<file path="config.mk">
export PLATFORM = sky130hd
export DESIGN_NAME = l1_rd_arbiter
export DESIGN_NICKNAME = d
export VERILOG_FILES = /design/src/rtl/l1_rd_arbiter.sv
export SDC_FILE = /design/constraint.sdc
export NUM_CORES = 1
export LEC_CHECK = 0
export ABC_CLOCK_PERIOD_IN_PS = 3200
export CAP_MARGIN = 20
export CORE_ASPECT_RATIO = 0.7
export CORE_MARGIN = 3
export CORE_UTILIZATION = 35
export CTS_BUF_LIST = sky130_fd_sc_hd__clkbuf_8 sky130_fd_sc_hd__clkbuf_16
export DETAILED_ROUTE_END_ITERATION = 7
export PLACE_DENSITY = 0.81
export SKIP_CTS_REPAIR_TIMING = 1
export SLEW_MARGIN = 20
export SYNTH_ARGS = -nofsm -noshare
export SYNTH_HDL_FRONTEND = slang
export SYNTH_SLANG_ARGS = --single-unit
</file>
<file path="constraint.sdc">
create_clock -name ap_clk -period 3.2 [get_ports ap_clk]
set_input_delay 0.96 -clock ap_clk [delete_from_list [all_inputs] [get_ports ap_clk]]
set_output_delay 0.96 -clock ap_clk [all_outputs]
set_load 0.02 [all_outputs]
</file>
<file path="src/rtl/l1_rd_arbiter.sv">
// Round-robin arbiter sharing one L1 AXI read port among N_REQ single-ID read masters.
// Define L1_ARB_PRIO0_EN to give requester 0 fixed priority over the round-robin group.
module l1_rd_arbiter #(
    parameter int unsigned N_REQ           = 4,
    parameter int unsigned MAX_OUTSTANDING = 4
) (
    input  logic                               ap_clk,
    input  logic                               ap_rst,
    input  logic [N_REQ-1:0]                   s_arvalid,
    output logic [N_REQ-1:0]                   s_arready,
    input  logic [N_REQ*32-1:0]                s_araddr,
    input  logic [N_REQ*8-1:0]                 s_arlen,
    input  logic [N_REQ*3-1:0]                 s_arsize,
    output logic [N_REQ-1:0]                   s_rvalid,
    input  logic [N_REQ-1:0]                   s_rready,
    output logic [31:0]                        s_rdata,
    output logic                               s_rlast,
    output logic [1:0]                         s_rresp,
    output logic                               m_axi_l1_V_ARVALID,
    input  logic                               m_axi_l1_V_ARREADY,
    output logic [31:0]                        m_axi_l1_V_ARADDR,
    output logic [7:0]                         m_axi_l1_V_ARLEN,
    output logic [2:0]                         m_axi_l1_V_ARSIZE,
    input  logic                               m_axi_l1_V_RVALID,
    output logic                               m_axi_l1_V_RREADY,
    input  logic [31:0]                        m_axi_l1_V_RDATA,
    input  logic                               m_axi_l1_V_RLAST,
    input  logic [1:0]                         m_axi_l1_V_RRESP,
    output logic [$clog2(MAX_OUTSTANDING+1)-1:0] outstanding,
    output logic                               stray_beat
);

    localparam int unsigned IW = $clog2(N_REQ);
    localparam int unsigned PW = (MAX_OUTSTANDING > 1) ? $clog2(MAX_OUTSTANDING) : 1;
    localparam int unsigned CW = $clog2(MAX_OUTSTANDING + 1);

    logic          slot_valid_q;
    logic [31:0]   slot_addr_q;
    logic [7:0]    slot_len_q;
    logic [2:0]    slot_size_q;
    logic [IW-1:0] rr_ptr_q;
    logic [IW-1:0] tag_q [MAX_OUTSTANDING];
    logic [PW-1:0] wr_ptr_q, rd_ptr_q;
    logic [CW-1:0] count_q;
    logic          stray_q;

    logic          empty, full, pop, push, slot_free;
    logic [IW-1:0] head, win;
    logic [N_REQ-1:0] rr_req;
    logic          rr_found;

    assign empty     = (count_q == '0);
    assign full      = (count_q == CW'(MAX_OUTSTANDING));
    assign head      = tag_q[rd_ptr_q];
    assign m_axi_l1_V_RREADY = empty ? 1'b1 : s_rready[head];
    assign pop       = m_axi_l1_V_RVALID & m_axi_l1_V_RREADY & m_axi_l1_V_RLAST & ~empty;
    assign slot_free = ~slot_valid_q | (m_axi_l1_V_ARVALID & m_axi_l1_V_ARREADY);
    assign push      = slot_free & (~full | pop) & (|s_arvalid);

    // Requester 0 is removed from the rotation when it has fixed priority.
    always_comb begin
        rr_req = s_arvalid;
`ifdef L1_ARB_PRIO0_EN
        rr_req[0] = 1'b0;
`endif
    end

    always_comb begin
        win      = '0;
        rr_found = 1'b0;
        for (int k = 1; k <= int'(N_REQ); k++) begin
            if (!rr_found && rr_req[IW'((int'(rr_ptr_q) + k) % int'(N_REQ))]) begin
                win      = IW'((int'(rr_ptr_q) + k) % int'(N_REQ));
                rr_found = 1'b1;
            end
        end
`ifdef L1_ARB_PRIO0_EN
        if (s_arvalid[0]) win = '0;
`endif
    end

    always_comb begin
        s_arready = '0;
        if (push) s_arready[win] = 1'b1;
        s_rvalid = '0;
        if (m_axi_l1_V_RVALID && !empty) s_rvalid[head] = 1'b1;
    end

    assign s_rdata            = m_axi_l1_V_RDATA;
    assign s_rlast            = m_axi_l1_V_RLAST;
    assign s_rresp            = m_axi_l1_V_RRESP;
    assign m_axi_l1_V_ARVALID = slot_valid_q;
    assign m_axi_l1_V_ARADDR  = slot_addr_q;
    assign m_axi_l1_V_ARLEN   = slot_len_q;
    assign m_axi_l1_V_ARSIZE  = slot_size_q;
    assign outstanding        = count_q;
    assign stray_beat         = stray_q;

    always_ff @(posedge ap_clk or posedge ap_rst) begin
        if (ap_rst) begin
            slot_valid_q <= 1'b0;
            slot_addr_q  <= '0;
            slot_len_q   <= '0;
            slot_size_q  <= '0;
            rr_ptr_q     <= IW'(N_REQ - 1);
            wr_ptr_q     <= '0;
            rd_ptr_q     <= '0;
            count_q      <= '0;
            stray_q      <= 1'b0;
        end else begin
            if (push) begin
                slot_valid_q <= 1'b1;
                slot_addr_q  <= s_araddr[32*int'(win) +: 32];
                slot_len_q   <= s_arlen[8*int'(win) +: 8];
                slot_size_q  <= s_arsize[3*int'(win) +: 3];
                wr_ptr_q     <= (wr_ptr_q == PW'(MAX_OUTSTANDING - 1)) ? '0 : wr_ptr_q + 1'b1;
`ifdef L1_ARB_PRIO0_EN
                if (win != '0) rr_ptr_q <= win;
`else
                rr_ptr_q <= win;
`endif
            end else if (m_axi_l1_V_ARVALID && m_axi_l1_V_ARREADY) begin
                slot_valid_q <= 1'b0;
            end
            if (pop) begin
                rd_ptr_q <= (rd_ptr_q == PW'(MAX_OUTSTANDING - 1)) ? '0 : rd_ptr_q + 1'b1;
            end
            if (push && !pop) count_q <= count_q + 1'b1;
            else if (!push && pop) count_q <= count_q - 1'b1;
            if (m_axi_l1_V_RVALID && empty) stray_q <= 1'b1;
        end
    end

    // Tag storage needs no reset; occupancy decides which entries are live.
    always_ff @(posedge ap_clk) begin
        if (push) tag_q[wr_ptr_q] <= win;
    end

endmodule

</file>
==> results of run 1 <==
## layout by cell type (no fill, tap or decap), types with 2 or more instances in the layout
| cell | count |
|---|---|
| a21o_1 | 2 |
| nand3_1 | 2 |
| inv_1 | 12 |
| bufinv_16 | 3 |
| nand2b_1 | 2 |
| mux4_2 | 2 |
| clkdlybuf4s50_1 | 224 |
| mux2_1 | 20 |
| ha_1 | 6 |
| buf_4 | 26 |
| mux2i_1 | 134 |
| edfxtp_1 | 8 |
| mux2_2 | 30 |
| buf_6 | 3 |
| dfrtp_1 | 51 |
| o22ai_1 | 2 |
| dlymetal6s2s_1 | 13 |
| clkbuf_16 | 9 |
| nor3_2 | 3 |
| nor2_1 | 12 |
| nand2_1 | 5 |
| dfstp_2 | 2 |
| xor2_1 | 2 |
## cell usage after synthesis, types with 3 or more instances
master      n  area share, %
nor3_1      4           0.46
dfrtp_1    52             30
buf_6       3           0.78
edfxtp_1    8            5.5
buf_2      10            1.2
nor2_1     13            1.1
ha_1        6            1.7
inv_1      12            1.0
buf_4      40            6.9
buf_1       3           0.26
nand2_1     5           0.43
mux2_1     20            5.2
mux2i_1   135             31
mux2_2     30            7.8
## per-stage QoR
stage / TNS, ns / cells
6_report: -0.0455 / 755
5_1_grt: -0.682 / 755
3_3_place_gp: -13.04 / 734
3_5_place_dp: -16.46 / 734
4_1_cts: -6.44 / 750
2_1_floorplan: -0.256 / 371
## power by group
group / switching, µW / internal [µW]
Combinational: 1730 / 1970
Sequential: 220 / 1220
Clock: 340 / 780
## cells by family (layout without fill, tap and decap cells)
group | count (synthesis) | after routing | synth area share (%)
other cells | 0 | 1 | 0
compound gates | 10 | 10 | 1.64
xor+xnor | 3 | 3 | 0.604
fa+ha+maj | 7 | 7 | 2.19
mux | 187 | 187 | 45.1
flops | 62 | 62 | 36.7
buf+inv | 70 | 296 | 10.3
simple gates | 32 | 32 | 3.54
## state kept, by name, indices dropped and copies added (netlist names)
| name | count |
|---|---|
| m_axi_l1_V_ARSIZE | 3 |
| m_axi_l1_V_ARVALID | 1 |
| m_axi_l1_V_ARLEN | 8 |
| stray_beat | 1 |
| tag_q | 8 |
| rd_ptr_q | 2 |
| m_axi_l1_V_ARADDR | 32 |
| wr_ptr_q | 2 |
| outstanding | 3 |
| rr_ptr_q | 2 |
## final cells by class
class,count,share of cell area (%)
diodes,1,0.0347
clock buffers,10,3.31
clock inverters,6,1.53
inverters,12,0.625
multi-input cells,239,32.9
flip-flops and latches,62,22.1
well taps,157,2.72
repair buffers,268,36.8
## worst max-delay path by stage
stage                                       start            to  slack (ns)  cells past startpoint
final                                s_arvalid[2]  s_arready[3]       -0.02                      6
after global routing      rd_ptr_q[0]$_DFFE_PP0P_  s_arready[2]       -0.17                      6
after CTS                       m_axi_l1_V_RVALID  s_arready[3]       -0.78                      7
after detailed placement        m_axi_l1_V_RVALID  s_arready[3]       -0.76                      7
after global placement          m_axi_l1_V_RVALID  s_arready[1]       -0.75                      7
after floorplan                      s_arvalid[3]  s_arready[0]       -0.13                      7
## per-layer routing
layer | routed length, µm | vias to the layer above
met5 | 0 | -
met4 | 150 | 0
met1 | 4890 | 1684
met3 | 1240 | 10
met2 | 6200 | 171
li1 | - | 1731
## worst register-to-register path, cell delays in order (launching register included)
cell	delay (ns)
dfrtp_2	0.40
mux4_2	0.58
mux2i_1	0.19
o211ai_1	0.14
o21ai_4	0.27
buf_8	0.37
inv_1	0.09
ha_1	0.20
inv_1	0.07
fa_1	0.39
mux2_2	0.26
==> metrics.txt, run 1 <==
reg2reg path depth=10; die area=13800 µm²; PnR worst setup slack=-0.0248 ns; Crit path required time=2.24 ns; FP Rows=33; P per Cell Area=867 nW/µm²; Post-synth EDFFs=8; die width=139 µm; I/O pin count=roughly 310; FILL cells=between 900 and 1k; met2 Track Usage GR=~30%; mean post-synth cell area=between 10 and 15 µm²; reg2reg start=rd_ptr_q[0]$_DFFE_PP0P_; CP cell instances=clkdlybuf4s50_1 -> nor2_2 -> buf_4 -> a31oi_4 -> nor3b_2 -> buf_4; CTS tree=yes; area growth from synthesis to layout=65.9%; Detail Route Antenna Nets=0; vias in the first global route=about 3.8k; Worst Hold Depth=1; initial antenna violation count=1; first-pass GRT wire length=19.5 mm; ys flop type=dfrtp_1; DRC errors left=0; met1 Usage GRT=20.5%; WL per Instance=16.5 µm; status=complete, but fails checks; Max clock buf depth=2; Yosys reg bits=62; Worst slew margin=54.8%; Syn Inst Count=371; Seq/Total Area, Yosys=36.7%; min-delay src=stray_beat$_DFFE_PP0P_; Synth warnings=0; Slew Viols, Final=0; Post-DP Area=6770 µm²; Clock Latency Late Sink=around 0.32 ns; Crit path buffers/inverters=3; port bufs=242; RR Endpoint=outstanding[1]$_DFFE_PP0P_; Final Hold Fails=0; Setup-failing EPs final=3; largest net degree at the start of global routing=60; Tot GR Track Use=around 17%; clock root buffer=clkbuf_16; reg2reg setup slack=0.12 ns; GR Util met3=under 10%; TritonCTS Buffers=9; Yosys cell types=35; H-tree depth=3; Crit Path Class=in -> out; total power=6250 µW; Setup WS pre-CTS=-0.761 ns; Routed WL=12.5 mm; GPL Wtd Cong=0.824; DRT Pass-1 Iters=4; via count=3596; Final Critical Period=3.22 ns; Die Y=99.3 µm; GRT busiest layer=met2; Hold Slack=0.470 ns; crit-path leading delay family=buffers and inverters; final core occ=between 60% and 70%; RSZ-0062 raised after global routing=yes; Hold EP=stray_beat$_DFFE_PP0P_; failing checks=negative setup slack; core box area=11900 µm²; Multi-input gate area=2370 µm²; sequential cell area=1600 µm²; Top cell by count, worst path=buf_4; drt initial violations=102; GRT overflow=0; layout cells sized above 1=between 15 and 20%; Initial Utilization=a little over a third; leakage=0.00328 µW; CP peak stage delay=0.50 ns; startpoint types=primary input; Critical Path AT=around 2.3 ns; final period utilization=101%; hpwl dp=10.1 mm; CP endpoint kind=output port; clock sinks=62; Slew @ Worst Pin=0.678 ns; FFs w/ async S/R, synth=87.1%; Synthesized Nets=597; clock-pin slew on the worst setup and hold paths=0.05 ns; Clock Skew=0.00464 ns; hold crit path type=reg -> reg; slowest stage cell, crit path=clkdlybuf4s50_1; Worst Path Max Fanout=6; Via density=4.76; Final #Nets=818; Max VDD drop=roughly 0.50 mV; post-route cell area=7210 µm²; Synth Cell Area=between 4000 and 5000 µm²; f_max=between 300 and 400 MHz; max_cap viols=0
Note: power is estimated with default switching activity, not from simulation.
==> run 2: changes to the inputs <==
- ABC_CLOCK_PERIOD_IN_PS: 3200 -> 3500
- clock period: 3.2 -> 3.5 ns (I/O delays scaled with it)
==> run 2 against run 1 <==
The run now ends clean. Global-route usage rose by 0.40 points. Via count increased by 0.89%. Non-clock buffer count shrank 10. Design area shrank 2.3%. Die area unchanged. Hold slack improved by 0.018 ns. Count of clock-buffer cells in the layout is 1 lower. Core utilization shrank 1.4 points. Critical endpoint unchanged. Final cell count down 1.3%. Largest power group unchanged. Sequential share of layout area rose by 0.52 points.
==> metrics.txt, run 2 (same netlist as run 1, synthesis figures left out) <==
area growth from synthesis to layout=62.0% (was 65.9%); die area=13800 µm² (unchanged); max FFs per register=32 (unchanged); sequential power share=24.8% (was 23.1%); final core occ=59.0% (was 60.4%); DRC errors left=0 (unchanged); core box area=11900 µm² (unchanged); FILL cells=966 (was 923); Worst Setup SP=s_arvalid[2] (unchanged); hold crit path type=reg -> reg (unchanged); I/O pin count=311 (unchanged); Hold Slack=0.488 ns (was 0.470 ns); Clock Latency Late Sink=0.32 ns (about the same); status=finished, final reports clean (was complete, but fails checks); largest net degree at the start of global routing=60 (unchanged); clock root buffer=clkbuf_16 (unchanged); startpoint types=primary input (unchanged); CP endpoint kind=output port (unchanged); leakage=0.00317 µW (was 0.00328 µW); WL met2=6.16 mm (was 6.20 mm); logic gate share of total power=60.7% (was 59.0%); first-pass GRT wire length=19.8 mm (was 19.5 mm); P per Cell Area=764 nW/µm² (was 867 nW/µm²); Clk pwr share=14.5% (was 17.9%); CTS tree=yes (unchanged); commonest non-fill, non-tap cell in the layout=clkdlybuf4s50_1 (unchanged); Crit path required time=2.45 ns (was 2.24 ns); Initial Utilization=36.4% (unchanged); Cell Int Power=3310 µW (was 3970 µW); Worst slew margin=36.8% (was 54.8%); Sw Share=38.5% (was 36.5%); slowest stage cell, crit path=clkdlybuf4s50_1 (unchanged); Slew @ Worst Pin=0.948 ns (was 0.678 ns); DRT Pass-1 Iters=4 (unchanged); Worst Path Max Fanout=6 (unchanged); total power=5380 µW (was 6250 µW); Final #Nets=808 (was 818); Top Metal Used=met4 (unchanged); hpwl dp=10.1 mm (about the same); GPL Wtd Cong=0.837 (was 0.824); drt initial violations=88 (was 102); vias in the first global route=3843 (was 3813); Multi-input gate area=2360 µm² (was 2370 µm²); die width=139 µm (unchanged); Critical Path AT=2.37 ns (was 2.26 ns); min-delay src=stray_beat$_DFFE_PP0P_ (unchanged); Detail Route Antenna Nets=0 (unchanged); reg2reg setup slack=0.24 ns (was 0.12 ns); max_cap viols=0 (unchanged); RR Endpoint=outstanding[1]$_DFFE_PP0P_ (unchanged); sequential cell area=1600 µm² (unchanged); TritonCTS Buffers=9 (unchanged); reg2reg path depth=11 (was 10); Final Hold Fails=0 (unchanged); Slew Viols, Final=0 (unchanged); clock-pin slew on the worst setup and hold paths=0.05 ns (about the same); Setup TNS=0 ns (was -0.0455 ns); post-route cell area=7050 µm² (was 7210 µm²); Via density=4.87 (was 4.76); CP peak stage delay=0.47 ns (was 0.50 ns); Setup-failing EPs final=0 (was 3); port bufs=242 (unchanged); FP Rows=33 (unchanged); Routed WL=12.5 mm (about the same); RSZ-0062 raised after global routing=yes (unchanged); Die Y=99.3 µm (unchanged); final period utilization=97.6%; Clock Skew=0.00466 ns (was 0.00464 ns); GRT overflow=0 (unchanged); f_max=roughly 300 MHz; layout cells sized above 1=13.5% (was 15.6%); Met1 Wirelength=4.97 mm (was 4.89 mm); via count=3628 (was 3596); Max VDD drop=0.449 mV (was 0.500 mV); WL per Instance=16.8 µm (was 16.5 µm); clock sinks=62 (unchanged); initial antenna violation count=1 (unchanged); most frequent cells in the layout=226 x clkdlybuf4s50_1, 135 x mux2i_1, 51 x dfrtp_1, 30 x mux2_2, 20 x mux2_1 (was 224 x clkdlybuf4s50_1, 134 x mux2i_1, 51 x dfrtp_1, 30 x mux2_2, 26 x buf_4); net switching power=2070 µW (was 2290 µW); Max clock buf depth=2 (unchanged); H-tree depth=3 (unchanged); Post-DP Area=6730 µm² (was 6770 µm²); Routed met3 length=1.26 mm (was 1.24 mm); Hold EP=stray_beat$_DFFE_PP0P_ (unchanged); Crit Path Class=in -> out (unchanged); Final Critical Period=3.42 ns; Tot GR Track Use=17.8% (was 17.4%); reg2reg start=rd_ptr_q[0]$_DFFE_PP0P_ (unchanged); CP cell instances=clkdlybuf4s50_1 -> nor2_1 -> buf_4 -> a31oi_4 -> nor3b_2 -> buf_2 (was clkdlybuf4s50_1 -> nor2_2 -> buf_4 -> a31oi_4 -> nor3b_2 -> buf_4); Worst Hold Depth=1 (unchanged)
==> run 2: cell type report <==
type,count,area share [%]
clock buffers,9,3.20
well taps,157,2.79
clock inverters,7,0.586
diodes,1,0.0355
inverters,12,0.639
repair buffers,258,36.6
multi-input cells,239,33.5
flip-flops and latches,62,22.6
==> run 2: metrics by stage <==
step / instances / worst slack [ns]
floorplan: 371 / -0.0121
global placement: 727 / -0.608
detailed placement: 727 / -0.654
CTS: 743 / -0.667
global route: 745 / -0.00114
finish: 745 / 0.0840
==> run 2: power by group through the flow <==
stage / registers, µW / clock network (µW) / logic, µW
3_3_place_gp: 1320 / 0 / 3220
3_5_place_dp: 1340 / 0 / 3300
5_1_grt: 1390 / 843 / 3520
6_report: 1330 / 780 / 3270
4_1_cts: 1330 / 807 / 3310
2_1_floorplan: 1670 / 0 / 1760
==> run 2: metal layers <==
layer / track usage [%] / vias up
met4: 4.14 / 0
met5: 0 / -
met2: 30.6 / 181
met3: 8.27 / 12
met1: 20.6 / 1720
li1: - / 1715
==> run 2: worst max path at each step <==
stage               cells past startpoint      endpoint  slack, ns
floorplan                               7  s_arready[0]      -0.01
global placement                        7  s_arready[1]      -0.61
detailed placement                      7  s_arready[1]      -0.65
CTS                                     7  s_arready[1]      -0.67
global route                            7  s_arready[2]     -0.001
finish                                  6  s_arready[3]       0.08
==> run 2: worst max-delay path, delay by kind of cell <==
kind                   cells  cell delay [ns]
buffers and inverters      3             0.80
AND/OR/NAND/NOR            2             0.27
AO/OA/AOI/OAI              1             0.24
==> run 3: changes to the inputs <==
- CTS_CLUSTER_DIAMETER: default -> 100
- SLEW_MARGIN: 20 -> 40
- TNS_END_PERCENT: default -> 100
==> run 3 against run 2 <==
Via count is 0.58% lower. Maximum frequency is 0.68% lower. Global-route usage hardly changed. Count of clock-buffer cells in the layout stayed put. Critical path type unchanged. Largest cell class unchanged.
==> metrics.txt, run 3 (same netlist as run 1, synthesis figures left out) <==
die area=13800 µm² (unchanged); Crit path required time=2.45 ns (about the same); Max VDD drop=0.560 mV (was 0.449 mV); Routed met3 length=1.29 mm (was 1.26 mm); post-route cell area=7100 µm² (was 7050 µm²); Routed WL=12.6 mm (was 12.5 mm); vias in the first global route=3842 (was 3843); Detail Route Antenna Nets=0 (unchanged); clock sinks=62 (unchanged); DRT Pass-1 Iters=4 (unchanged); FP Rows=33 (unchanged); max_cap viols=0 (unchanged); final core occ=59.5% (was 59.0%); Clock Skew=0.00567 ns (was 0.00466 ns); hold crit path type=reg -> reg (unchanged); GPL Wtd Cong=0.837 (unchanged); layout cells sized above 1=14.0% (was 13.5%); Max clock buf depth=2 (unchanged); leakage=0.00318 µW (was 0.00317 µW); commonest non-fill, non-tap cell in the layout=clkdlybuf4s50_1 (unchanged); Met1 Wirelength=4.89 mm (was 4.97 mm); f_max=291 MHz (was 293 MHz); final std cells w/o fill=745 (unchanged); Top Metal Used=met4 (unchanged); WL met2=6.25 mm (was 6.16 mm); port bufs=242 (unchanged); Initial Utilization=36.4% (unchanged); CP peak stage delay=0.46 ns (was 0.47 ns); Clock Latency Late Sink=0.33 ns (was 0.32 ns); final period utilization=98.3% (was 97.6%); Final #Nets=808 (unchanged); DRC errors left=0 (unchanged); TritonCTS Buffers=9 (unchanged); placed cell count=727 (unchanged); Crit Path Class=in -> out (unchanged); CP cell instances=clkdlybuf4s50_1 -> nand2b_4 -> a21boi_4 -> o21ai_4 -> buf_12 -> nor3_2 -> buf_4 (was clkdlybuf4s50_1 -> nor2_1 -> buf_4 -> a31oi_4 -> nor3b_2 -> buf_2); Post-DP Area=6740 µm² (was 6730 µm²); slowest stage cell, crit path=clkdlybuf4s50_1 (unchanged); GRT overflow=0 (unchanged); Tot GR Track Use=17.8% (about the same); crit-path leading delay family=buffers and inverters (unchanged); H-tree depth=3 (unchanged); WL per Instance=16.9 µm (was 16.8 µm); Critical Path AT=2.39 ns (was 2.37 ns); Slew Viols, Final=0 (unchanged); Worst slew margin=53.3% (was 36.8%); I/O pin count=311 (unchanged); clock root buffer=clkbuf_16 (unchanged); CTS tree=yes (unchanged); first-pass GRT wire length=19.8 mm (about the same); P per Cell Area=765 nW/µm² (was 764 nW/µm²); Worst Path Max Fanout=4 (was 6); status=finished, final reports clean (unchanged); Die Y=99.3 µm (unchanged); startpoint types=primary input (unchanged); via count=3607 (was 3628); Crit path buffers/inverters=3 (unchanged); CP endpoint kind=output port (unchanged); largest net degree at the start of global routing=60 (unchanged); clock-pin slew on the worst setup and hold paths=0.05 ns (about the same); total power=5430 µW (was 5380 µW); Setup-failing EPs final=0 (unchanged); most frequent cells in the layout=226 x clkdlybuf4s50_1, 134 x mux2i_1, 51 x dfrtp_1, 30 x mux2_2, 20 x mux2_1 (was 226 x clkdlybuf4s50_1, 135 x mux2i_1, 51 x dfrtp_1, 30 x mux2_2, 20 x mux2_1); RSZ-0062 raised after global routing=yes (unchanged); hpwl dp=10.0 mm (was 10.1 mm); Final Hold Fails=0 (unchanged); Slew @ Worst Pin=0.701 ns (was 0.948 ns); core box area=11900 µm² (unchanged); die width=139 µm (unchanged); Via density=4.84 (was 4.87); max FFs per register=32 (unchanged); area growth from synthesis to layout=63.3% (was 62.0%); drt initial violations=86 (was 88); FILL cells=942 (was 966); initial antenna violation count=0 (was 1); Final Critical Period=3.44 ns (was 3.42 ns)
==> run 3: cell count changes in the layout (fill, tap and decap cells not counted), sizes merged <==
cell,delta
clkinv,+1
clkinvlp,-1
==> run 3: worst reg2reg max path: cells and delay by family (launching register included) <==
kind            cells  cell delay, ns
fa+ha+maj           2            0.62
compound gates      1            0.18
simple gates        1            0.06
flops               1            0.42
mux                 3            1.09
buf+inv             4            0.72
==> run 3: path summary, 6_finish.rpt <==
| kind | end | cells after the start | slack (ns) | startpoint |
|---|---|---|---|---|
| setup / recovery | s_arready[1] | 7 | 0.06 | m_axi_l1_V_ARREADY |
| hold / removal | stray_beat$_DFFE_PP0P_ | 1 | 0.48 | stray_beat$_DFFE_PP0P_ |
| setup reg to reg | outstanding[1]$_DFFE_PP0P_ | 11 | 0.29 | rd_ptr_q[0]$_DFFE_PP0P_ |
| hold reg to reg | stray_beat$_DFFE_PP0P_ | 1 | 0.48 | stray_beat$_DFFE_PP0P_ |
| max in group asynchronous | rr_ptr_q[0]$_DFFE_PP1P_ | 3 | 1.71 | ap_rst |
| min in group asynchronous | m_axi_l1_V_ARLEN[1]$_DFFE_PP0P_ | 2 | 1.13 | ap_rst |
==> run 3: area by class of cell <==
type,instances,area [µm²],area share (%)
flip-flops and latches,62,1600,22.5
well taps,157,196,2.77
clock buffers,9,225,3.17
clock inverters,7,41.3,0.582
multi-input cells,239,2390,33.7
inverters,12,45.0,0.634
repair buffers,258,2600,36.7
diodes,1,2.50,0.0352
==> run 3: metrics by stage <==
step / TNS, ns / hold slack, ns / setup WS, ns
final: 0 / 0.477 / 0.0606
after global routing: -0.112 / 0.507 / -0.0569
after CTS: -3.83 / 0.488 / -0.666
after detailed placement: -4.43 / 0.477 / -0.645
after global placement: -5.47 / 0.455 / -0.608
after floorplan: -0.0157 / 0.533 / -0.0121
==> run 3: routing by layer <==
layer  global-route usage (%)  vias to the layer above
met3                     8.84                       12
met1                     20.2                     1692
met4                     3.98                        0
met5                        0                        -
met2                     30.5                      185
li1                         -                     1718
==> run 3: report_power, final <==
group / leakage [µW] / switching (µW) / internal [µW]
Combinational: 0.00236 / 1570 / 1750
Clock: 0.000126 / 311 / 471
Sequential: 0.000698 / 214 / 1120
